$ cat config.mk
export PLATFORM = sky130hd
export DESIGN_NAME = mandelbrot_scan_ctrl
export DESIGN_NICKNAME = d
export VERILOG_FILES = /design/src/rtl/mandelbrot_scan_ctrl.sv
export SDC_FILE = /design/constraint.sdc
export NUM_CORES = 1
export LEC_CHECK = 0
export ABC_AREA = 1
export BUFFER_PORTS_ARGS = -buffer_cell sky130_fd_sc_hd__buf_2
export CORE_ASPECT_RATIO = 1.4
export CORE_MARGIN = 2
export CORE_UTILIZATION = 50
export CTS_CLUSTER_DIAMETER = 120
export DETAILED_ROUTE_END_ITERATION = 16
export GPL_ROUTABILITY_DRIVEN = 0
export HOLD_SLACK_MARGIN = 0.08
export PLACE_DENSITY = 0.78
export SYNTH_ARGS = -nofsm -noshare
export SYNTH_HDL_FRONTEND = slang
export SYNTH_SLANG_ARGS = --single-unit
$ cat constraint.sdc
create_clock -name clk -period 3.2 [get_ports clk]
set_clock_uncertainty 0.2 [all_clocks]
set_input_delay 0.16 -clock clk [delete_from_list [all_inputs] [get_ports clk]]
set_output_delay 0.16 -clock clk [all_outputs]
set_load 0.02 [all_outputs]
$ cat src/rtl/mandelbrot_scan_ctrl.sv
// Raster-order frame scan sequencer for the Mandelbrot iteration core.
// Issues one pixel at a time, waits for its escape count and re-emits it as a pixel stream.
module mandelbrot_scan_ctrl #(
  parameter int unsigned BITWIDTH = 11,
  parameter int unsigned CTRWIDTH = 7,
  parameter int unsigned COLS     = 32,
  parameter int unsigned ROWS     = 24
) (
  input  logic                clk,
  input  logic                reset,
  input  logic                run,
  input  logic [BITWIDTH-1:0] cfg_x0,
  input  logic [BITWIDTH-1:0] cfg_y0,
  input  logic [BITWIDTH-1:0] cfg_step,
  input  logic [CTRWIDTH-1:0] cfg_max_iter,
  output logic                core_start,
  output logic [BITWIDTH-1:0] core_cr,
  output logic [BITWIDTH-1:0] core_ci,
  output logic [CTRWIDTH-1:0] core_max_iter,
  input  logic                core_done,
  input  logic [CTRWIDTH-1:0] core_ctr,
  output logic [CTRWIDTH-1:0] ctr_out,
  output logic                new_ctr,
  output logic                frame_start
);

  localparam int unsigned COL_W = (COLS > 1) ? $clog2(COLS) : 1;
  localparam int unsigned ROW_W = (ROWS > 1) ? $clog2(ROWS) : 1;
  localparam logic [COL_W-1:0] LAST_COL = COL_W'(COLS - 1);
  localparam logic [ROW_W-1:0] LAST_ROW = ROW_W'(ROWS - 1);

  typedef enum logic [2:0] {
    S_IDLE,
    S_LOAD,
    S_ISSUE,
    S_WAIT,
    S_EMIT
  } state_t;

  state_t              r_state;
  logic [COL_W-1:0]    r_col;
  logic [ROW_W-1:0]    r_row;
  logic [BITWIDTH-1:0] r_x;
  logic [BITWIDTH-1:0] r_y;
  logic [BITWIDTH-1:0] r_x0;
  logic [BITWIDTH-1:0] r_step;

  logic w_resume;
  logic w_last_col;
  logic w_last_pix;

  // A non-zero position means a frame was interrupted and must be resumed, not reloaded.
  assign w_resume   = (r_col != '0) || (r_row != '0);
  assign w_last_col = (r_col == LAST_COL);
  assign w_last_pix = w_last_col && (r_row == LAST_ROW);

  assign core_cr = r_x;
  assign core_ci = r_y;

  always_ff @(posedge clk) begin
    if (reset) begin
      r_state       <= S_IDLE;
      r_col         <= '0;
      r_row         <= '0;
      r_x           <= '0;
      r_y           <= '0;
      r_x0          <= '0;
      r_step        <= '0;
      core_max_iter <= '0;
      core_start    <= 1'b0;
      ctr_out       <= '0;
      new_ctr       <= 1'b0;
      frame_start   <= 1'b0;
    end else begin
      core_start  <= 1'b0;
      new_ctr     <= 1'b0;
      frame_start <= 1'b0;
      case (r_state)
        S_IDLE: begin
          if (run) begin
            if (w_resume) begin
              r_state    <= S_ISSUE;
              core_start <= 1'b1;
            end else begin
              r_state <= S_LOAD;
            end
          end
        end
        S_LOAD: begin
          r_x0          <= cfg_x0;
          r_step        <= cfg_step;
          core_max_iter <= cfg_max_iter;
          r_x           <= cfg_x0;
          r_y           <= cfg_y0;
          r_col         <= '0;
          r_row         <= '0;
          r_state       <= S_ISSUE;
          core_start    <= 1'b1;
        end
        S_ISSUE: begin
          r_state <= S_WAIT;
        end
        S_WAIT: begin
          if (core_done) begin
            ctr_out     <= core_ctr;
            new_ctr     <= 1'b1;
            frame_start <= !w_resume;
            r_state     <= S_EMIT;
          end
        end
        S_EMIT: begin
          // Step to the next pixel; coordinates wrap silently modulo 2^BITWIDTH.
          if (!w_last_col) begin
            r_col <= r_col + COL_W'(1);
            r_x   <= r_x + r_step;
          end else begin
            r_col <= '0;
            r_x   <= r_x0;
            r_y   <= r_y - r_step;
            r_row <= (r_row == LAST_ROW) ? '0 : r_row + ROW_W'(1);
          end
          if (w_last_pix) begin
            r_state <= run ? S_LOAD : S_IDLE;
          end else if (run) begin
            r_state    <= S_ISSUE;
            core_start <= 1'b1;
          end else begin
            r_state <= S_IDLE;
          end
        end
        default: r_state <= S_IDLE;
      endcase
    end
  end

endmodule
* Yosys cells after proc, flatten, opt, wreduce, memory -nomap -nowiden
Cells that the tools add are included.
** Operators by class
- Add/subtract/negate cells :: 4
- Equal/unequal tests :: 9
- Multiplexer cells :: 22
- Bitwise operators :: 2
- Reductions and logical operators :: 12
** Operators by type and width (count)
- $pmux W11 S2 :: 2
- $mux W11 :: 2
- $pmux W5 S2 :: 2
- $mux W5 :: 3
- $pmux W3 S5 :: 1
- $add A11 B11 Y11 :: 1
- $sub A11 B11 Y11 :: 1
- $add A5 B1 Y5 const B :: 2
- $eq A5 B5 Y1 const B :: 2
- $reduce_bool A5 Y1 :: 2
- $eq A3 B2 Y1 const B :: 2
- $mux W1 :: 6
- $mux W2 :: 3
- $mux W3 :: 2
- $ne A2 B2 Y1 const B :: 3
- $reduce_and A2 Y1 :: 3
- $eq A3 B1 Y1 const B :: 1
- $eq A3 B3 Y1 const B :: 1
- $logic_not A3 Y1 :: 1
- $pmux W1 S3 :: 1
- $reduce_or A3 Y1 :: 1
- $not A1 Y1 :: 2
- $reduce_bool A2 Y1 :: 1
- $reduce_or A2 Y1 :: 1
- other kinds (3) :: 3
** Word-level totals
- Bits in registers :: 74
- Input port bits :: 51
- Output and inout port bits :: 39
- Word-level logic and storage cells :: 61

* Depth between registers and ports, before layout
- Depth after elaboration :: 5
- Mapped depth :: 12
- Gate-level depth less buffers :: 12

* Worst setup path after synthesis
Ideal clock, no wire load.
- Path type :: reg-to-reg
- Start :: register r_x[0], in the netlist core_cr[0]
- End :: register r_x[6], in the netlist core_cr[6]
- Library setup time :: 0.122 ns
- Data arrival time :: 1.729 ns
- Required time :: 2.878 ns
- Path slack :: 1.149 ns
- Stages on the path, launching flop included :: 11
- Path buffers :: 0
- Clock period less this slack :: 2.051 ns
- Cells stage by stage :: dfxtp_1 -> ha_1 -> inv_1 -> fa_1 -> inv_1 -> nand3_1 -> nand2_1 -> a21oi_1 -> and2_1 -> o21ai_0 -> a21oi_1
** On the way
- Longest elaborated chain between the ends :: 3
** RTL lines
- from (decl) :: line 43 : logic [BITWIDTH-1:0] r_x;
- from (signal assigned) :: line 93 : r_x <= cfg_x0;
- from (signal assigned) :: line 115 : r_x <= r_x + r_step;
- from (signal assigned) :: line 118 : r_x <= r_x0;
- $add A11 B11 Y11 :: line 115
- $mux W11 :: line 113 : if (!w_last_col) begin
- $pmux W11 S2 :: line 78 : case (r_state)
Every way passes these cells.
A chain may end at the register's enable or synchronous reset.

* Worst setup path after layout
- Start :: register r_state[1]
- End :: register r_col[0]
** On the way
- Longest elaborated chain between the ends :: 2
- Elaborated cells on any way between the ends :: 4
- Classes of those cells :: eq/ne: 2; mux: 1; reduce/logical: 1
** RTL lines
- from (decl) :: line 40 : state_t r_state;
- from (signal assigned) :: line 123 : r_state <= run ? S_LOAD : S_IDLE;
- $eq A3 B3 Y1 or $eq A3 B1 Y1 (tied branches) :: line 78
- $pmux W5 S2 or $reduce_bool A2 Y1 (tied branches)
- to (signal assigned) :: line 114 : r_col <= r_col + COL_W'(1);
- to (decl) :: line 41 : logic [COL_W-1:0] r_col;
Parallel ways exist; a longest one is shown, timed or not.

==> flow_metrics.tcl <==
set metrics [dict create \
    drt_pass1_iterations 8 \
    ff2ff_path_depth 6 \
    antenna_found_initial 0 \
    holdPathStages 3 \
    cts_buffer_depth 2 \
    rrSetupSlack_ns 0.97 \
    vias 4525 \
    track_usage_pct 27.3 \
    status "finished clean" \
    grt_first_pass_wirelength_microns 19400 \
    portBuffers 89 \
    syn_nets 682 \
    synth.mux.area_fraction_pct 0 \
    hold_class "input pin to flip-flop" \
    core-area_sq_um 8150 \
    clk_pin_slew_worst_paths_ns 0.06 \
    cts_made_buffers 9 \
    grt_overflow_total 0 \
    ys.flop_type "dfxtp_1" \
    synthXorXnorAreaFrac_pct 1.87 \
    holdWs_ns 0.190 \
    syn-instance-count 604 \
    post-route-period-util_pct 69.8 \
    drive_gt1_share_pct 16.1 \
    synthToLayoutAreaGrowth_pct 30.9 \
    rows 39 \
    die_w_microns 81.5 \
    clock_sinks 74 \
    timing.rr.start "r_state[1]$_SDFFE_PP0P_" \
    num-fill-cells 682 \
    wl_per_cell_microns 14.2 \
    worst_pin_slew_ns 0.757 \
    synthArstFlopShare_pct 0 \
    drc 0 \
    worstSkewPairLatency_ns 0.34 \
    crit_path_start_kind "flip-flop" \
    netlist_top_cells_area "dfxtp_1 35%, nand2_1 12%, a21oi_1 8.3%" \
    cp.arrival_ns 2.26 \
    start_util_pct 51.6 \
    root_buffer "clkbuf_16" \
    ios 90 \
    cts_setup_buffers 0 \
    grt_max_degree 47 \
    hold_start "reset" \
    crit_type "flip-flop to flip-flop" \
    maxCapViolations 0 \
    fin_setup_tns_ns 0 \
    synth_top_family_by_area "simple AND/OR/NAND/NOR gates" \
    nets 819 \
    power.density_nw_per_um2 622 \
    post_cts_resized 0 \
    cts_tree "done" \
    setup_viol 0 \
    dpl.hpwl_microns 8080 \
    syn_area_sq_um 4210 \
    ir_drop_mv 0.379 \
    drt-total-wl_microns 12000 \
    dieArea_sq_um 9170 \
    cp-startpoint "r_state[1]$_SDFFE_PP0P_" \
    synth_area_leader_cell "dfxtp_1" \
    synth_top_cell_area_share_pct 35.2 \
    ys_ff_latch 74 \
    viasPerCell 5.34 \
    seq_area_frac_synth_pct 35.2 \
    synth.most_common_cell "nand2_1" \
    fin_crit_ns 2.23 \
    crit_path_end_kind "flip-flop" \
    synth_common_cells "138 x nand2_1, 85 x inv_1, 74 x dfxtp_1" \
    syn_avg_cell_area_sq_um 6.96 \
    synth.distinct_cells 38 \
    dieHeight_microns 113 \
    relSlewSlack_pct 49.4 \
    leakage_nw 2.65 \
    maxSlewViolCount 0 \
    yosys.area_share.simple_pct 24.7 \
    rsz0062_at_grt "no" \
    finalHoldViolCount 0 \
    worstPathMaxFanout 28 \
    synth_fa_ha_area_share_pct 8.39 \
    cts-htree-levels 3 \
    synth-compound-area-share_pct 18.7 \
    dr.first_iter.drc_count 255 \
    clock.fmax_mhz 448 \
    synth-edff-count 0 \
    drt.antenna.violating_nets 0 \
    antenna_cells 0 \
    worst_ep_required_time_ns 3.23 \
    yosysWarnings 0 \
    cts_hold_buf 56 \
    first_global_vias 4412 \
]
[worst paths after layout]
| path | to |
|---|---|
| min reg2reg | core_max_iter[5]$_SDFFE_PP0P_ |
| max reg2reg | r_col[0]$_SDFFE_PP0P_ |
| max | r_col[0]$_SDFFE_PP0P_ |
| min | r_row[3]$_SDFFE_PP0P_ |
[flip-flops by register name, summed over array words and instances (netlist names)]
signal	cells
r_row	5
core_cr	11
r_x0	11
core_ci	11
frame_start	1
r_col	5
r_step	11
ctr_out	7
r_state	3
core_max_iter	7
core_start	1
new_ctr	1
[power by group]
part	internal (W)	leakage (nW)	switching, W
Clock	0.000586	0.143	0.000374
Sequential	0.00106	0.605	0.0000959
Combinational	0.000486	1.91	0.000824
Total	0.00213	2.65	0.00129
[cells in the final DEF (no fill, tap or decap), drive strengths merged, types with 14 or more instances in the layout]
cell type,Yosys,layout
nand2,142,142
buf,13,91
inv,88,88
dfxtp,74,74
a21oi,70,70
dlygate4sd3,0,56
nand3,43,43
o21ai,43,43
nor2,40,40
ha,25,25
clkbuf,8,14
[metrics by stage]
stage | instances | setup slack [ns] | power [W] | instance area, sq um | utilization [%]
finish | 848 | 0.966 | 0.00342 | 5500 | 67.5
global route | 848 | 0.776 | 0.00365 | 5500 | 67.5
CTS | 848 | 0.960 | 0.00341 | 5500 | 67.5
detailed placement | 776 | 0.957 | 0.00240 | 4660 | 57.2
global placement | 776 | 1.07 | 0.00237 | 4660 | 57.2
floorplan | 604 | 1.15 | 0.00211 | 4210 | -
[per-layer routing]
layer | track usage (%) | share of wire (%) | up-vias
met5 | 0 | 0 | -
met4 | 16.0 | 5.3 | 0
met3 | 5.79 | 4.7 | 45
met2 | 47.8 | 50 | 160
met1 | 29.2 | 40 | 2069
li1 | - | - | 2251
[critical path: stages, from the launching register on]
cell     delay (ns)
dfxtp_1        0.31
inv_1          0.16
nand3_2        0.50
nand2_1        0.54
inv_1          0.18
o21ai_0        0.18
a21oi_1        0.05
[cells by family (layout without fill, tap and decap cells)]
family                     count (synthesis)  after routing
adders and majority gates                 27             27
xor gates and xnor gates                   9              9
DFF                                       74             74
AOI/OAI and AO/OA                        143            143
buffers and inverters                    109            251
and+or+nand+nor                          242            242
[area by class of cell]
class	instances	area (sq um)	share of cell area (%)
tap	102	128	2.32
sequential	74	1480	26.9
timing repair buffer	147	1020	18.5
clock inverter	2	10.0	0.182
multi-input combinational	421	2260	41.0
clock buffer	14	274	4.98
inverter	88	333	6.05
(Power assumes the default switching activity.)
